### config.mk
export PLATFORM = sky130hd
export DESIGN_NAME = multi_cycle_control
export DESIGN_NICKNAME = d
export VERILOG_FILES = /design/src/rtl/multi_cycle_control.sv
export SDC_FILE = /design/constraint.sdc
export NUM_CORES = 1
export LEC_CHECK = 0
export CAP_MARGIN = 25
export CORE_MARGIN = 5
export CORE_UTILIZATION = 50
export CTS_CLUSTER_DIAMETER = 150
export DETAILED_ROUTE_END_ITERATION = 7
export GPL_ROUTABILITY_DRIVEN = 0
export PLACE_DENSITY = 0.93
export SLEW_MARGIN = 20
export SYNTH_ARGS = -nofsm -noshare
export SYNTH_HDL_FRONTEND = slang
export SYNTH_SLANG_ARGS = --single-unit
### constraint.sdc
create_clock -name CLK -period 4.1 [get_ports CLK]
set_input_delay 0.41 -clock CLK [delete_from_list [all_inputs] [get_ports CLK]]
set_output_delay 0.41 -clock CLK [all_outputs]
set_load 0.1 [all_outputs]
### src/rtl/multi_cycle_control.sv
// Multi-cycle LEGv8 control FSM: sequences the shared datapath through
// FETCH/DECODE/EXEC/MEM/WB and traps on undefined opcodes or memory timeouts.
module multi_cycle_control #(
  parameter int unsigned MEM_TIMEOUT = 255,
  parameter int unsigned TO_W        = 8
) (
  input  logic        CLK,
  input  logic        reset,
  input  logic [10:0] opcode,
  input  logic        zero,
  input  logic        mem_ready,
  output logic        pc_write,
  output logic        ir_write,
  output logic        addr_sel,
  output logic        mem_read,
  output logic        mem_write,
  output logic        reg_write,
  output logic        reg2loc,
  output logic        mem_to_reg,
  output logic [1:0]  alu_src_a,
  output logic [1:0]  alu_src_b,
  output logic [3:0]  alu_op,
  output logic [1:0]  sign_op,
  output logic        pc_src,
  output logic        illegal,
  output logic        bus_err,
  output logic        instr_done
);

  typedef enum logic [2:0] {
    S_FETCH  = 3'd0,
    S_DECODE = 3'd1,
    S_EXEC   = 3'd2,
    S_MEM    = 3'd3,
    S_WB     = 3'd4,
    S_TRAP   = 3'd5
  } state_t;

  typedef enum logic [3:0] {
    I_AND, I_ORR, I_ADD, I_SUB, I_ADDI, I_SUBI,
    I_MOVZ, I_B, I_CBZ, I_LDUR, I_STUR, I_ILL
  } instr_t;

  localparam logic [3:0] ALU_AND  = 4'b0000;
  localparam logic [3:0] ALU_ORR  = 4'b0001;
  localparam logic [3:0] ALU_ADD  = 4'b0010;
  localparam logic [3:0] ALU_SUB  = 4'b0110;
  localparam logic [3:0] ALU_PASS = 4'b0111;

  localparam logic [1:0] SRC_A_PC    = 2'b00;
  localparam logic [1:0] SRC_A_REG   = 2'b01;
  localparam logic [1:0] SRC_A_OLDPC = 2'b10;

  localparam logic [1:0] SRC_B_REG   = 2'b00;
  localparam logic [1:0] SRC_B_FOUR  = 2'b01;
  localparam logic [1:0] SRC_B_IMM   = 2'b10;
  localparam logic [1:0] SRC_B_BOFS  = 2'b11;

  localparam logic [1:0] SEXT_I  = 2'b00;
  localparam logic [1:0] SEXT_D  = 2'b01;
  localparam logic [1:0] SEXT_CB = 2'b10;
  localparam logic [1:0] SEXT_B  = 2'b11;

  localparam logic [TO_W-1:0] TO_LIMIT = TO_W'(MEM_TIMEOUT);

  state_t            state_q, state_d;
  logic [TO_W-1:0]   count_q, count_d;
  logic              illegal_q, illegal_d;
  logic              bus_err_q, bus_err_d;
  logic              mem_wait;
  instr_t            instr;

  always_comb begin
    instr = I_ILL;
    casez (opcode)
      11'b10001010000: instr = I_AND;
      11'b10101010000: instr = I_ORR;
      11'b10001011000: instr = I_ADD;
      11'b11001011000: instr = I_SUB;
      11'b1001000100?: instr = I_ADDI;
      11'b1101000100?: instr = I_SUBI;
      11'b110100101??: instr = I_MOVZ;
      11'b000101?????: instr = I_B;
      11'b10110100???: instr = I_CBZ;
      11'b11111000010: instr = I_LDUR;
      11'b11111000000: instr = I_STUR;
      default:         instr = I_ILL;
    endcase
  end

  always_comb begin
    state_d    = state_q;
    illegal_d  = illegal_q;
    bus_err_d  = bus_err_q;
    mem_wait   = 1'b0;
    pc_write   = 1'b0;
    ir_write   = 1'b0;
    addr_sel   = 1'b0;
    mem_read   = 1'b0;
    mem_write  = 1'b0;
    reg_write  = 1'b0;
    reg2loc    = 1'b0;
    mem_to_reg = 1'b0;
    alu_src_a  = SRC_A_PC;
    alu_src_b  = SRC_B_REG;
    alu_op     = ALU_AND;
    sign_op    = SEXT_I;
    pc_src     = 1'b0;
    instr_done = 1'b0;

    // Reset overrides every output so an aborted instruction writes nothing.
    if (!reset) begin
      case (state_q)
        S_FETCH: begin
          mem_read  = 1'b1;
          alu_src_a = SRC_A_PC;
          alu_src_b = SRC_B_FOUR;
          alu_op    = ALU_ADD;
          if (mem_ready) begin
            ir_write = 1'b1;
            pc_write = 1'b1;
            state_d  = S_DECODE;
          end else if (count_q == TO_LIMIT) begin
            bus_err_d = 1'b1;
            state_d   = S_TRAP;
          end else begin
            mem_wait = 1'b1;
          end
        end

        S_DECODE: begin
          alu_src_a = SRC_A_OLDPC;
          alu_src_b = SRC_B_BOFS;
          alu_op    = ALU_ADD;
          if (instr == I_CBZ) sign_op = SEXT_CB;
          if (instr == I_B)   sign_op = SEXT_B;
          reg2loc = (instr == I_STUR) || (instr == I_CBZ);
          if (instr == I_ILL) begin
            illegal_d = 1'b1;
            state_d   = S_TRAP;
          end else begin
            state_d = S_EXEC;
          end
        end

        S_EXEC: begin
          case (instr)
            I_AND, I_ORR, I_ADD, I_SUB: begin
              alu_src_a = SRC_A_REG;
              alu_src_b = SRC_B_REG;
              case (instr)
                I_AND:   alu_op = ALU_AND;
                I_ORR:   alu_op = ALU_ORR;
                I_SUB:   alu_op = ALU_SUB;
                default: alu_op = ALU_ADD;
              endcase
              state_d = S_WB;
            end
            I_ADDI, I_SUBI: begin
              alu_src_a = SRC_A_REG;
              alu_src_b = SRC_B_IMM;
              sign_op   = SEXT_I;
              alu_op    = (instr == I_SUBI) ? ALU_SUB : ALU_ADD;
              state_d   = S_WB;
            end
            I_MOVZ: begin
              alu_src_b = SRC_B_IMM;
              sign_op   = SEXT_I;
              alu_op    = ALU_PASS;
              state_d   = S_WB;
            end
            I_LDUR, I_STUR: begin
              alu_src_a = SRC_A_REG;
              alu_src_b = SRC_B_IMM;
              sign_op   = SEXT_D;
              alu_op    = ALU_ADD;
              reg2loc   = (instr == I_STUR);
              state_d   = S_MEM;
            end
            I_CBZ: begin
              reg2loc    = 1'b1;
              alu_src_a  = SRC_A_REG;
              alu_src_b  = SRC_B_REG;
              alu_op     = ALU_PASS;
              pc_src     = 1'b1;
              pc_write   = zero;
              instr_done = 1'b1;
              state_d    = S_FETCH;
            end
            I_B: begin
              pc_src     = 1'b1;
              pc_write   = 1'b1;
              instr_done = 1'b1;
              state_d    = S_FETCH;
            end
            default: begin
              illegal_d = 1'b1;
              state_d   = S_TRAP;
            end
          endcase
        end

        S_MEM: begin
          addr_sel = 1'b1;
          if (instr == I_STUR) mem_write = 1'b1;
          else                 mem_read  = 1'b1;
          if (mem_ready) begin
            if (instr == I_STUR) begin
              instr_done = 1'b1;
              state_d    = S_FETCH;
            end else begin
              state_d = S_WB;
            end
          end else if (count_q == TO_LIMIT) begin
            bus_err_d = 1'b1;
            state_d   = S_TRAP;
          end else begin
            mem_wait = 1'b1;
          end
        end

        S_WB: begin
          reg_write  = 1'b1;
          mem_to_reg = (instr == I_LDUR);
          instr_done = 1'b1;
          state_d    = S_FETCH;
        end

        S_TRAP: state_d = S_TRAP;

        default: state_d = S_TRAP;
      endcase
    end
  end

  always_comb begin
    count_d = count_q;
    if (state_d != state_q) count_d = '0;
    else if (mem_wait)      count_d = count_q + TO_W'(1);
  end

  always_ff @(posedge CLK) begin
    if (reset) begin
      state_q   <= S_FETCH;
      count_q   <= '0;
      illegal_q <= 1'b0;
      bus_err_q <= 1'b0;
    end else begin
      state_q   <= state_d;
      count_q   <= count_d;
      illegal_q <= illegal_d;
      bus_err_q <= bus_err_d;
    end
  end

  assign illegal = illegal_q;
  assign bus_err = bus_err_q;

endmodule

==> reports/metrics.cfg <==
[run_status]
status = finished clean

[worst_hold_path]
hold_path.class = reg2reg

[cts]
clockBufferDepth = 2
ctsResizeCount = 0
cts_sinks = 13
hold_buffers = 0
cts_setup_buffers = 0
cts-root-buf = clkbuf_4
cts_max_level = 1
clkSlewWorstSetupHoldPaths_ps = 70
numCtsBuffers = 3
cts_tree = built
clk_latency_ps = 280

[grt]
grt_pass1_wl_um = 5950
grt_busiest_layer = met2
grt_pass1_vias = 1270
met2_usage_pct = 33.6
use_met3_pct = 4.58
grt_util_all_layers_pct = 21.4
grt_max_degree = 19
globalRouteOverflowTotal = 0
grt_use_met1_pct = 29.8
antenna_found_initial = 0

[critical_path]
crit_chain = clkdlybuf4s50_1 > nor4b_1 > nand2b_1 > or4b_2 > a21oi_1 > buf_4
cpPeakStageDelay_ps = 650
worstSetupPathType = in2out
path_delay_family = simple AND/OR/NAND/NOR gates
cp_max_fo = 4
end_kind = primary output
cpMaxStageDelayCell = nor4b_1
cp_data_required_time_ps = 3690
critPathArrivalTime_ps = 2870
startpoint_type = primary input
path_buf_inv = 2

[place]
io_buffers = 35
dp_cells = 219
pre_cts_slack_ps = 872
dp_hpwl_um = 2810

[synth]
ys_seq_area_share_pct = 21.6
synth_top_area_share_pct = 21.6
syn_area_per_cell_sq_um = 7.30
synth.area.top_cells = dfxtp_1 22%, nor2_1 7.8%, xnor2_1 5.8%
ys_warn_count = 0
ys_types = 51
synth_edf_count = 0
synth-async-reset-ratio_pct = 0
synthesis.nets = 181
synth_cells = 165
syn_area_sq_um = 1200
synth_top_flop_cell = dfxtp_1
synth_largest_area_cell = dfxtp_1
synth-seq-cells = 13

[final_layout]
area_growth_pct = 28.0
diodes = 0
multi_input_area_sq_um = 903
final_cells = 223
layout_commonest_cell = nor2_1
mostFrequentLayoutCells = 25 x nor2_1, 19 x buf_4, 16 x clkdlybuf4s50_1
finalNetCount = 212
post-route-util_pct = 68.4
register_area_sq_um = 260
drive_above_1_share_pct = 16.9
fill_cells = 193

[route]
wl_um = 3570
drtAntennaViolNets = 0
vias = 1454
avgViaCountPerCell = 6.52
wl_per_cell_um = 16.0
remaining_drc_errors = 0
drt-initial-drc-count = 97
drtPass1Iterations = 5

[power_and_ir_drop]
power.leakage_nw = 0.521
max-vdd-ir-drop_v = 0.000228
p_per_area_nw_per_um2 = 267

[floorplanning]
dieWidth_um = 59.1
die_area_sq_um = 3490
die_h_um = 59.1
row_count = 17
ioPinCount = 37
initial_core_util_pct = 53.4
core-area_sq_um = 2250

[sta]
grt_setup_unrepaired = false
max_freq_ghz = 0.305
finalMaxSlewViolations = 0
worst_pin_slew_ps = 970
fin_crit_ps = 3280
finalCritPeriodShare_pct = 80.1
fin_ws_ps = 818
maxSlewHeadroom_pct = 35.1
finalClockSkew_ps = 3.58
setup_violations = 0
finalHoldViolations = 0

[job]
maxCapViolCount = 0

[worst reg2reg max path, cell delays in order (launching register included)]
cell	delay, ps
dfxtp_1	620
nor2b_1	300
nand2_1	170
or2_2	350
o2111ai_4	310
nor2_1	90
[final cells by class]
| class | instances | share of cell area (%) |
|---|---|---|
| flip-flops and latches | 13 | 16.9 |
| inverters | 4 | 0.973 |
| clock buffers | 4 | 1.70 |
| multi-input cells | 139 | 58.6 |
| well taps | 28 | 2.27 |
| repair buffers | 35 | 19.6 |
[kinds of logic (layout without fill, tap and decap cells)]
| logic type | Yosys count | count (layout) | share of synthesized area [%] |
|---|---|---|---|
| compound gates | 39 | 39 | 24.2 |
| xor+xnor | 9 | 9 | 6.54 |
| fa+ha+maj | 1 | 1 | 1.04 |
| buf+inv | 13 | 43 | 4.78 |
| flops | 13 | 13 | 21.6 |
| mux | 2 | 2 | 1.77 |
| other cells | 1 | 1 | 0.311 |
| simple gates | 87 | 87 | 39.8 |
[metrics by stage]
stage	total power (W)	hold WS, ps	TNS [ps]	instance area, sq um
final	0.000411	471	0	1540
after global routing	0.000432	506	0	1540
after CTS	0.000412	482	0	1540
after detailed placement	0.000334	463	0	1520
after global placement	0.000331	452	0	1520
after floorplan	0.000288	485	-826	1220
[state kept, by name, indices dropped and copies added, names as in the netlist]
signal and cells:
bus_err 1, count_q 8, illegal 1, state_q 3
[synth_stat cells (all sizes together), types with 2 or more instances]
master / instances
nand4b: 2
o22ai: 3
a21oi: 9
nand3: 4
or4b: 2
nor2b: 3
clkbuf: 5
a22oi: 2
o21ai: 7
nor2: 25
nor3: 10
buf: 4
dfxtp: 13
inv: 4
o2111ai: 3
nand2b: 9
nor4: 3
nand2: 10
nand4: 2
o211ai: 5
nor3b: 3
or2: 2
xnor2: 8
nor4bb: 2
and3: 3
or4: 2
[routing by layer]
layer  part of all wire (%)  up-vias  wire [um]
li1                       -      678          -
met1                     43      665       1520
met2                     46      100       1650
met3                    9.7       11        346
met4                    1.4        0         49
met5                      0        -          0
[report_power, final]
part	internal (W)	switching (W)
Combinational	0.0000561	0.000132
Sequential	0.000131	0.0000139
Clock	0.0000378	0.0000404
Total	0.000225	0.000186
[path summary, 6_finish.rpt]
| path | start | endpoint | slack [ps] | cells after the start |
|---|---|---|---|---|
| min | bus_err | bus_err | 470 | 2 |
| max | opcode[1] | alu_op[0] | 820 | 6 |
| min reg2reg | bus_err | bus_err | 470 | 2 |
| max reg2reg | state_q[1] | count_q[7] | 2140 | 5 |
(Power assumes the default switching activity.)
